==> config.mk <==
export PLATFORM = sky130hd
export DESIGN_NAME = id_ex_stage
export DESIGN_NICKNAME = d
export VERILOG_FILES = /design/src/rtl/riscv_pipe_pkg.sv /design/src/rtl/hazard_detect.sv /design/src/rtl/id_ex_stage.sv
export SDC_FILE = /design/constraint.sdc
export NUM_CORES = 1
export LEC_CHECK = 0
export CAP_MARGIN = 20
export CORE_AREA = 2 2 137 139
export CTS_BUF_LIST = sky130_fd_sc_hd__clkbuf_16
export CTS_CLUSTER_SIZE = 20
export DETAILED_ROUTE_END_ITERATION = 10
export DIE_AREA = 0 0 139 141
export PLACE_DENSITY_LB_ADDON = 0.05
export SYNTH_ARGS = -nofsm -noshare
export SYNTH_HDL_FRONTEND = slang
export SYNTH_SLANG_ARGS = --single-unit
==> constraint.sdc <==
create_clock -name clk -period 5.21 [get_ports clk]
set_clock_uncertainty 0.15 [all_clocks]
set_input_delay 1.042 -clock clk [delete_from_list [all_inputs] [get_ports clk]]
set_output_delay 1.042 -clock clk [all_outputs]
set_load 0.05 [all_outputs]
==> src/rtl/riscv_pipe_pkg.sv <==
// Shared types and control-word layout for the ID/EX pipeline boundary.
// The control word travels as a flat vector; the struct documents its packing.
package riscv_pipe_pkg;

    localparam int EX_CTRL_W = 12;

    localparam int CTRL_REG_WRITE  = 11;
    localparam int CTRL_MEM_READ   = 10;
    localparam int CTRL_MEM_WRITE  = 9;
    localparam int CTRL_MEM_TO_REG = 8;
    localparam int CTRL_ALU_SRC    = 7;
    localparam int CTRL_BRANCH     = 6;
    localparam int CTRL_ALU_OP_HI  = 5;
    localparam int CTRL_ALU_OP_LO  = 4;
    localparam int CTRL_FUNCT7_B5  = 3;
    localparam int CTRL_FUNCT3_HI  = 2;
    localparam int CTRL_FUNCT3_LO  = 0;

    localparam logic [EX_CTRL_W-1:0] BUBBLE_CTRL = '0;

    typedef struct packed {
        logic       reg_write;
        logic       mem_read;
        logic       mem_write;
        logic       mem_to_reg;
        logic       alu_src;
        logic       branch;
        logic [1:0] alu_op;
        logic       funct7_b5;
        logic [2:0] funct3;
    } ex_ctrl_t;

    // x0 never carries a dependence
    function automatic logic reads_reg(
        input logic [4:0] rd,
        input logic [4:0] rs1,
        input logic       rs1_used,
        input logic [4:0] rs2,
        input logic       rs2_used
    );
        return (rd != 5'd0) &&
               ((rs1_used && (rs1 == rd)) ||
                (rs2_used && (rs2 == rd)));
    endfunction

endpackage

==> src/rtl/hazard_detect.sv <==
// RAW interlock: flags an ID source that depends on a producer still in EX
// or MEM, since operands are only forwarded from MEM/WB.
module hazard_detect
    import riscv_pipe_pkg::*;
(
    input  logic       id_valid,
    input  logic [4:0] id_rs1,
    input  logic [4:0] id_rs2,
    input  logic       id_rs1_used,
    input  logic       id_rs2_used,
    input  logic       ex_valid,
    input  logic       ex_reg_write,
    input  logic [4:0] ex_rd,
    input  logic       mem_reg_write,
    input  logic [4:0] mem_rd,
    output logic       hz
);

    logic ex_dep;
    logic mem_dep;

    assign ex_dep = ex_valid && ex_reg_write &&
                    reads_reg(ex_rd, id_rs1, id_rs1_used,
                              id_rs2, id_rs2_used);

    assign mem_dep = mem_reg_write &&
                     reads_reg(mem_rd, id_rs1, id_rs1_used,
                               id_rs2, id_rs2_used);

    assign hz = id_valid && (ex_dep || mem_dep);

endmodule

==> src/rtl/id_ex_stage.sv <==
// ID/EX pipeline register with RAW interlock, flush bubbles and a
// saturating counter of hazard-stall cycles.
module id_ex_stage
    import riscv_pipe_pkg::*;
#(
    parameter int XLEN  = 32,
    parameter int CNT_W = 32
) (
    input  logic                 clk,
    input  logic                 rst_n,
    input  logic                 hold_i,
    input  logic                 flush_i,
    input  logic                 id_valid_i,
    input  logic [XLEN-1:0]      id_pc_i,
    input  logic [4:0]           id_rs1_i,
    input  logic [4:0]           id_rs2_i,
    input  logic [4:0]           id_rd_i,
    input  logic                 id_rs1_used_i,
    input  logic                 id_rs2_used_i,
    input  logic [XLEN-1:0]      id_rs1_data_i,
    input  logic [XLEN-1:0]      id_rs2_data_i,
    input  logic [XLEN-1:0]      id_imm_i,
    input  logic [EX_CTRL_W-1:0] id_ctrl_i,
    input  logic [4:0]           ex_mem_rd_i,
    input  logic                 ex_mem_reg_write_i,
    output logic                 stall_o,
    output logic                 ex_valid_o,
    output logic [XLEN-1:0]      ex_pc_o,
    output logic [4:0]           ex_rs1_o,
    output logic [4:0]           ex_rs2_o,
    output logic [4:0]           ex_rd_o,
    output logic [XLEN-1:0]      ex_rs1_data_o,
    output logic [XLEN-1:0]      ex_rs2_data_o,
    output logic [XLEN-1:0]      ex_imm_o,
    output logic [EX_CTRL_W-1:0] ex_ctrl_o,
    output logic [CNT_W-1:0]     stall_cnt_o
);

    logic hz;
    logic bubble;
    logic cnt_full;

    hazard_detect u_hazard (
        .id_valid      (id_valid_i),
        .id_rs1        (id_rs1_i),
        .id_rs2        (id_rs2_i),
        .id_rs1_used   (id_rs1_used_i),
        .id_rs2_used   (id_rs2_used_i),
        .ex_valid      (ex_valid_o),
        .ex_reg_write  (ex_ctrl_o[CTRL_REG_WRITE]),
        .ex_rd         (ex_rd_o),
        .mem_reg_write (ex_mem_reg_write_i),
        .mem_rd        (ex_mem_rd_i),
        .hz            (hz)
    );

    // hold_i is deliberately absent here; upstream ORs it in
    assign stall_o  = hz && !flush_i;
    assign bubble   = flush_i || hz;
    assign cnt_full = (stall_cnt_o == {CNT_W{1'b1}});

    always_ff @(posedge clk or negedge rst_n) begin
        if (!rst_n) begin
            ex_valid_o    <= 1'b0;
            ex_pc_o       <= '0;
            ex_rs1_o      <= '0;
            ex_rs2_o      <= '0;
            ex_rd_o       <= '0;
            ex_rs1_data_o <= '0;
            ex_rs2_data_o <= '0;
            ex_imm_o      <= '0;
            ex_ctrl_o     <= BUBBLE_CTRL;
        end else if (!hold_i) begin
            if (bubble) begin
                ex_valid_o    <= 1'b0;
                ex_pc_o       <= '0;
                ex_rs1_o      <= '0;
                ex_rs2_o      <= '0;
                ex_rd_o       <= '0;
                ex_rs1_data_o <= '0;
                ex_rs2_data_o <= '0;
                ex_imm_o      <= '0;
                ex_ctrl_o     <= BUBBLE_CTRL;
            end else begin
                ex_valid_o    <= id_valid_i;
                ex_pc_o       <= id_pc_i;
                ex_rs1_o      <= id_rs1_i;
                ex_rs2_o      <= id_rs2_i;
                ex_rd_o       <= id_rd_i;
                ex_rs1_data_o <= id_rs1_data_i;
                ex_rs2_data_o <= id_rs2_data_i;
                ex_imm_o      <= id_imm_i;
                ex_ctrl_o     <= id_ctrl_i;
            end
        end
    end

    always_ff @(posedge clk or negedge rst_n) begin
        if (!rst_n) begin
            stall_cnt_o <= '0;
        end else if (!hold_i && stall_o && !cnt_full) begin
            stall_cnt_o <= stall_cnt_o + CNT_W'(1);
        end
    end

endmodule

==> metrics.md <==
| Metric | Value |
|---|---|
| Status | complete, no violations |
| Vias in the first global route | 6360 |
| FF-to-FF Start | ex_rd_o[0]$_DFFE_PN0N_ |
| Post-synth cell types | 32 |
| Drt drc | 0 |
| Total gr overflow | 0 |
| MaxCap Viol Count | 0 |
| CTS clk-pin slew, worst paths | 0.07 ns |
| Vias per Instance | 5.361 |
| Post-Route WL | 23380 µm |
| Kind of end point of the critical path | output port |
| Reg-to-Reg End | ex_rs2_o[0]$_DFFE_PN0N_ |
| # H-tree levels | 4 |
| Worst Hold Path EP | stall_cnt_o[21]$_DFFE_PN0P_ |
| Number of DRC markers in iteration 0 | 288 |
| Final Wtd Congestion | 0.9440 |
| Post-Syn Area per Cell | 13.43 µm² |
| Core Area | 0.01827 mm² |
| Die Area | 0.01960 mm² |
| Cell count after synthesis | 554 |
| Routed WL per cell | 20.45 µm |
| Cell taking the most area after synthesis | dfrtp_1 |
| Total track usage | 0.2369 |
| Clock buffer depth | 2 |
| Via count | 6128 |
| Worst-Skew Late Latency | 0.43 ns |
| Placed cell count | 1109 |
| # rows | 50 |
| CTS root buf | clkbuf_16 |
| Commonest cells in the netlist | dfrtp_1, a22o_1, xor2_1, xnor2_1, nand2_1 |
| Maximum vdd drop | 206.0 µV |
| Reg2reg setup slack | 2.21 ns |
| Syn Std Cell Area | 0.007438 mm² |
| IO Port Bufs | 356 |
| Most common cell in the netlist | dfrtp_1 |
| Slowest CP cell | clkdlybuf4s50_1 |
| Hold Path Class | reg -> reg |
| Placed Instance Area | 0.01115 mm² |
| Seq/Total Area, Yosys | 0.6325 |
| Fin crit share | 0.8853 |
| Layout cells sized above 1 | 0.04520 |
| CP max FO | 3 |
| Minimum clock period after layout | 4.612 ns |
| Initial antenna violation count | 2 |
| Drt pass-1 iters | 4 |
| CTS tree | yes |
| Max-slew violation count | 0 |
| Post-synth net total | 723 |
| IO Pins | 357 |
| Synth-to-layout area growth | 58.32% |
| Hold Path Stages | 1 |
| Largest net degree at the start of global routing | 102 |
| Non-Filler Instances | 1143 |
| Antenna viol nets, final | 0 |
| Cell mode on critical path | clkdlybuf4s50_1 |
| Fmax | 216.8 MHz |
| Critical Path AT | 3.42 ns |
| Final Hold Viols | 0 |
| Leak | 5.236 nW |
| Cell Chain, Critical Path | clkdlybuf4s50_1 > xnor2_1 > nand4_1 > o22ai_1 > a22oi_1 > nor3_1 > clkdlybuf4s50_1 |
| YS warnings | 0 |
| Startpoint types | primary input |
| Ranking of synthesized cells by area | dfrtp_1, a22o_1, xor2_1 |
| CTS Hold Buffers Added | 0 |
| Final #Nets | 1063 |
| Async set or reset register ratio after synthesis | 1.000 |
| Setup Fix Bufs, Post-CTS | 0 |
| Reg2Reg Depth | 6 |
| Die Ht | 141 µm |
| CP peak stage delay | 0.83 ns |
| Number of flops mapped to enable cells by yosys | 0 |
| Clk sinks | 188 |
| Endpoints failing setup | 0 |
| Hold Crit Start | stall_cnt_o[21]$_DFFE_PN0P_ |
| Detail Placement HPWL | 16910 µm |
| TritonCTS Buffers | 17 |
| Design area | 0.01178 mm² |
| Synth Flop Type | dfrtp_1 |
| Worst-margin pin slew | 0.9559 ns |
| Crit Path Category | in -> out |
| RSZ-0062 raised after global routing | no |
| Initial Util | 0.4072 |
| PwrDens | 329.9 mW/mm² |
| Rel. slew slack | 0.3569 |
| #FFs+latches synth | 188 |
| Top cell type's share of synthesized area | 0.6325 |
| Req. time, crit path | 4.02 ns |
| Global-route wire length before repair | 36380 µm |
| Setup total negative slack | 0 ns |
| Die Span X | 139 µm |
| CTS resizes | 0 |
## logic make-up (layout without fill, tap and decap cells)
kind of cell,count (synthesis),in the layout,share of synthesized area
flip-flops,188,188,0.6325
AO/OA/AOI/OAI,163,163,0.1923
AND/OR/NAND/NOR,107,107,0.08024
XOR/XNOR,51,51,0.06005
buffers and inverters,43,396,0.03179
adder cells (fa/ha/maj),1,1,0.001682
multiplexers,1,1,0.001514
other,0,2,0
## worst max path at each step
stage              end  slack [ns]  cells past startpoint            from
5_1_grt        stall_o        0.51                      7     id_rs2_i[1]
4_1_cts        stall_o        0.60                      6  ex_mem_rd_i[0]
3_3_place_gp   stall_o        0.62                      6  ex_mem_rd_i[0]
6_report       stall_o        0.60                      7     id_rs2_i[1]
3_5_place_dp   stall_o        0.61                      6  ex_mem_rd_i[0]
2_1_floorplan  stall_o        1.32                      5     id_rs2_i[1]
## layout by cell type (no fill, tap or decap), types with 2 or more instances in the layout
cell type | Yosys | routed
buf_12 | 0 | 2
dfrtp_1 | 188 | 188
diode_2 | 0 | 2
and2_1 | 6 | 6
nand4_1 | 12 | 12
nor3_1 | 12 | 12
nand3_1 | 10 | 10
o22ai_1 | 2 | 2
xnor2_1 | 22 | 22
clkbuf_16 | 0 | 17
inv_6 | 0 | 3
nand2_1 | 21 | 21
a22o_1 | 156 | 156
nor4_1 | 11 | 11
or4_1 | 8 | 8
clkinv_2 | 0 | 2
clkdlybuf4s50_1 | 0 | 354
or3_1 | 4 | 4
inv_1 | 2 | 4
bufinv_16 | 0 | 4
buf_4 | 19 | 4
nor2_1 | 10 | 10
xor2_1 | 29 | 29
and3_1 | 7 | 7
## critical path: cells and delay by family
family | cells | cell delay [ns]
buffers and inverters | 2 | 1.40
AND/OR/NAND/NOR | 2 | 0.32
AO/OA/AOI/OAI | 2 | 0.50
XOR/XNOR | 1 | 0.15
## state kept, by name, indices dropped and copies added (netlist names)
register and count:
ex_valid_o 1, ex_imm_o 32, ex_rd_o 5, ex_rs1_o 5
ex_pc_o 32, ex_rs2_data_o 32, ex_rs1_data_o 32, ex_rs2_o 5
ex_ctrl_o 12, stall_cnt_o 32
## layout make-up
| type | count | area (µm²) |
|---|---|---|
| Fill cell | 1362 | 6491 |
| Sequential cell | 188 | 4705 |
| Timing Repair Buffer | 362 | 3642 |
| Multi-Input combinational cell | 323 | 2504 |
| Clock buffer | 17 | 425.4 |
| Tap cell | 234 | 292.8 |
| Clock inverter | 15 | 195.2 |
| Inverter | 2 | 7.507 |
| Antenna cell | 2 | 5.005 |
## per-layer routing
metal,share of wire,track usage
met2,0.50,0.3894
met4,0.033,0.1079
met3,0.064,0.06488
met1,0.40,0.2940
met5,0,0
## power breakdown
part	internal (mW)	leakage, nW	switching (mW)	total [mW]
sequential	1.56	2.47	0.0646	1.62
clock	0.806	0.310	0.563	1.37
combinational	0.360	2.45	0.535	0.895
## metrics by stage
stage | setup slack [ns] | power, mW | hold WS, ns | util
3_5_place_dp | 0.6099 | 2.548 | 0.3329 | 0.6104
3_3_place_gp | 0.6229 | 2.537 | 0.3253 | 0.6096
6_report | 0.5978 | 3.885 | 0.3450 | 0.6447
2_1_floorplan | 1.318 | 2.132 | 0.3476 | -
5_1_grt | 0.5061 | 4.024 | 0.3640 | 0.6447
4_1_cts | 0.6020 | 3.923 | 0.3469 | 0.6444
Note: power is estimated with default switching activity, not from simulation.
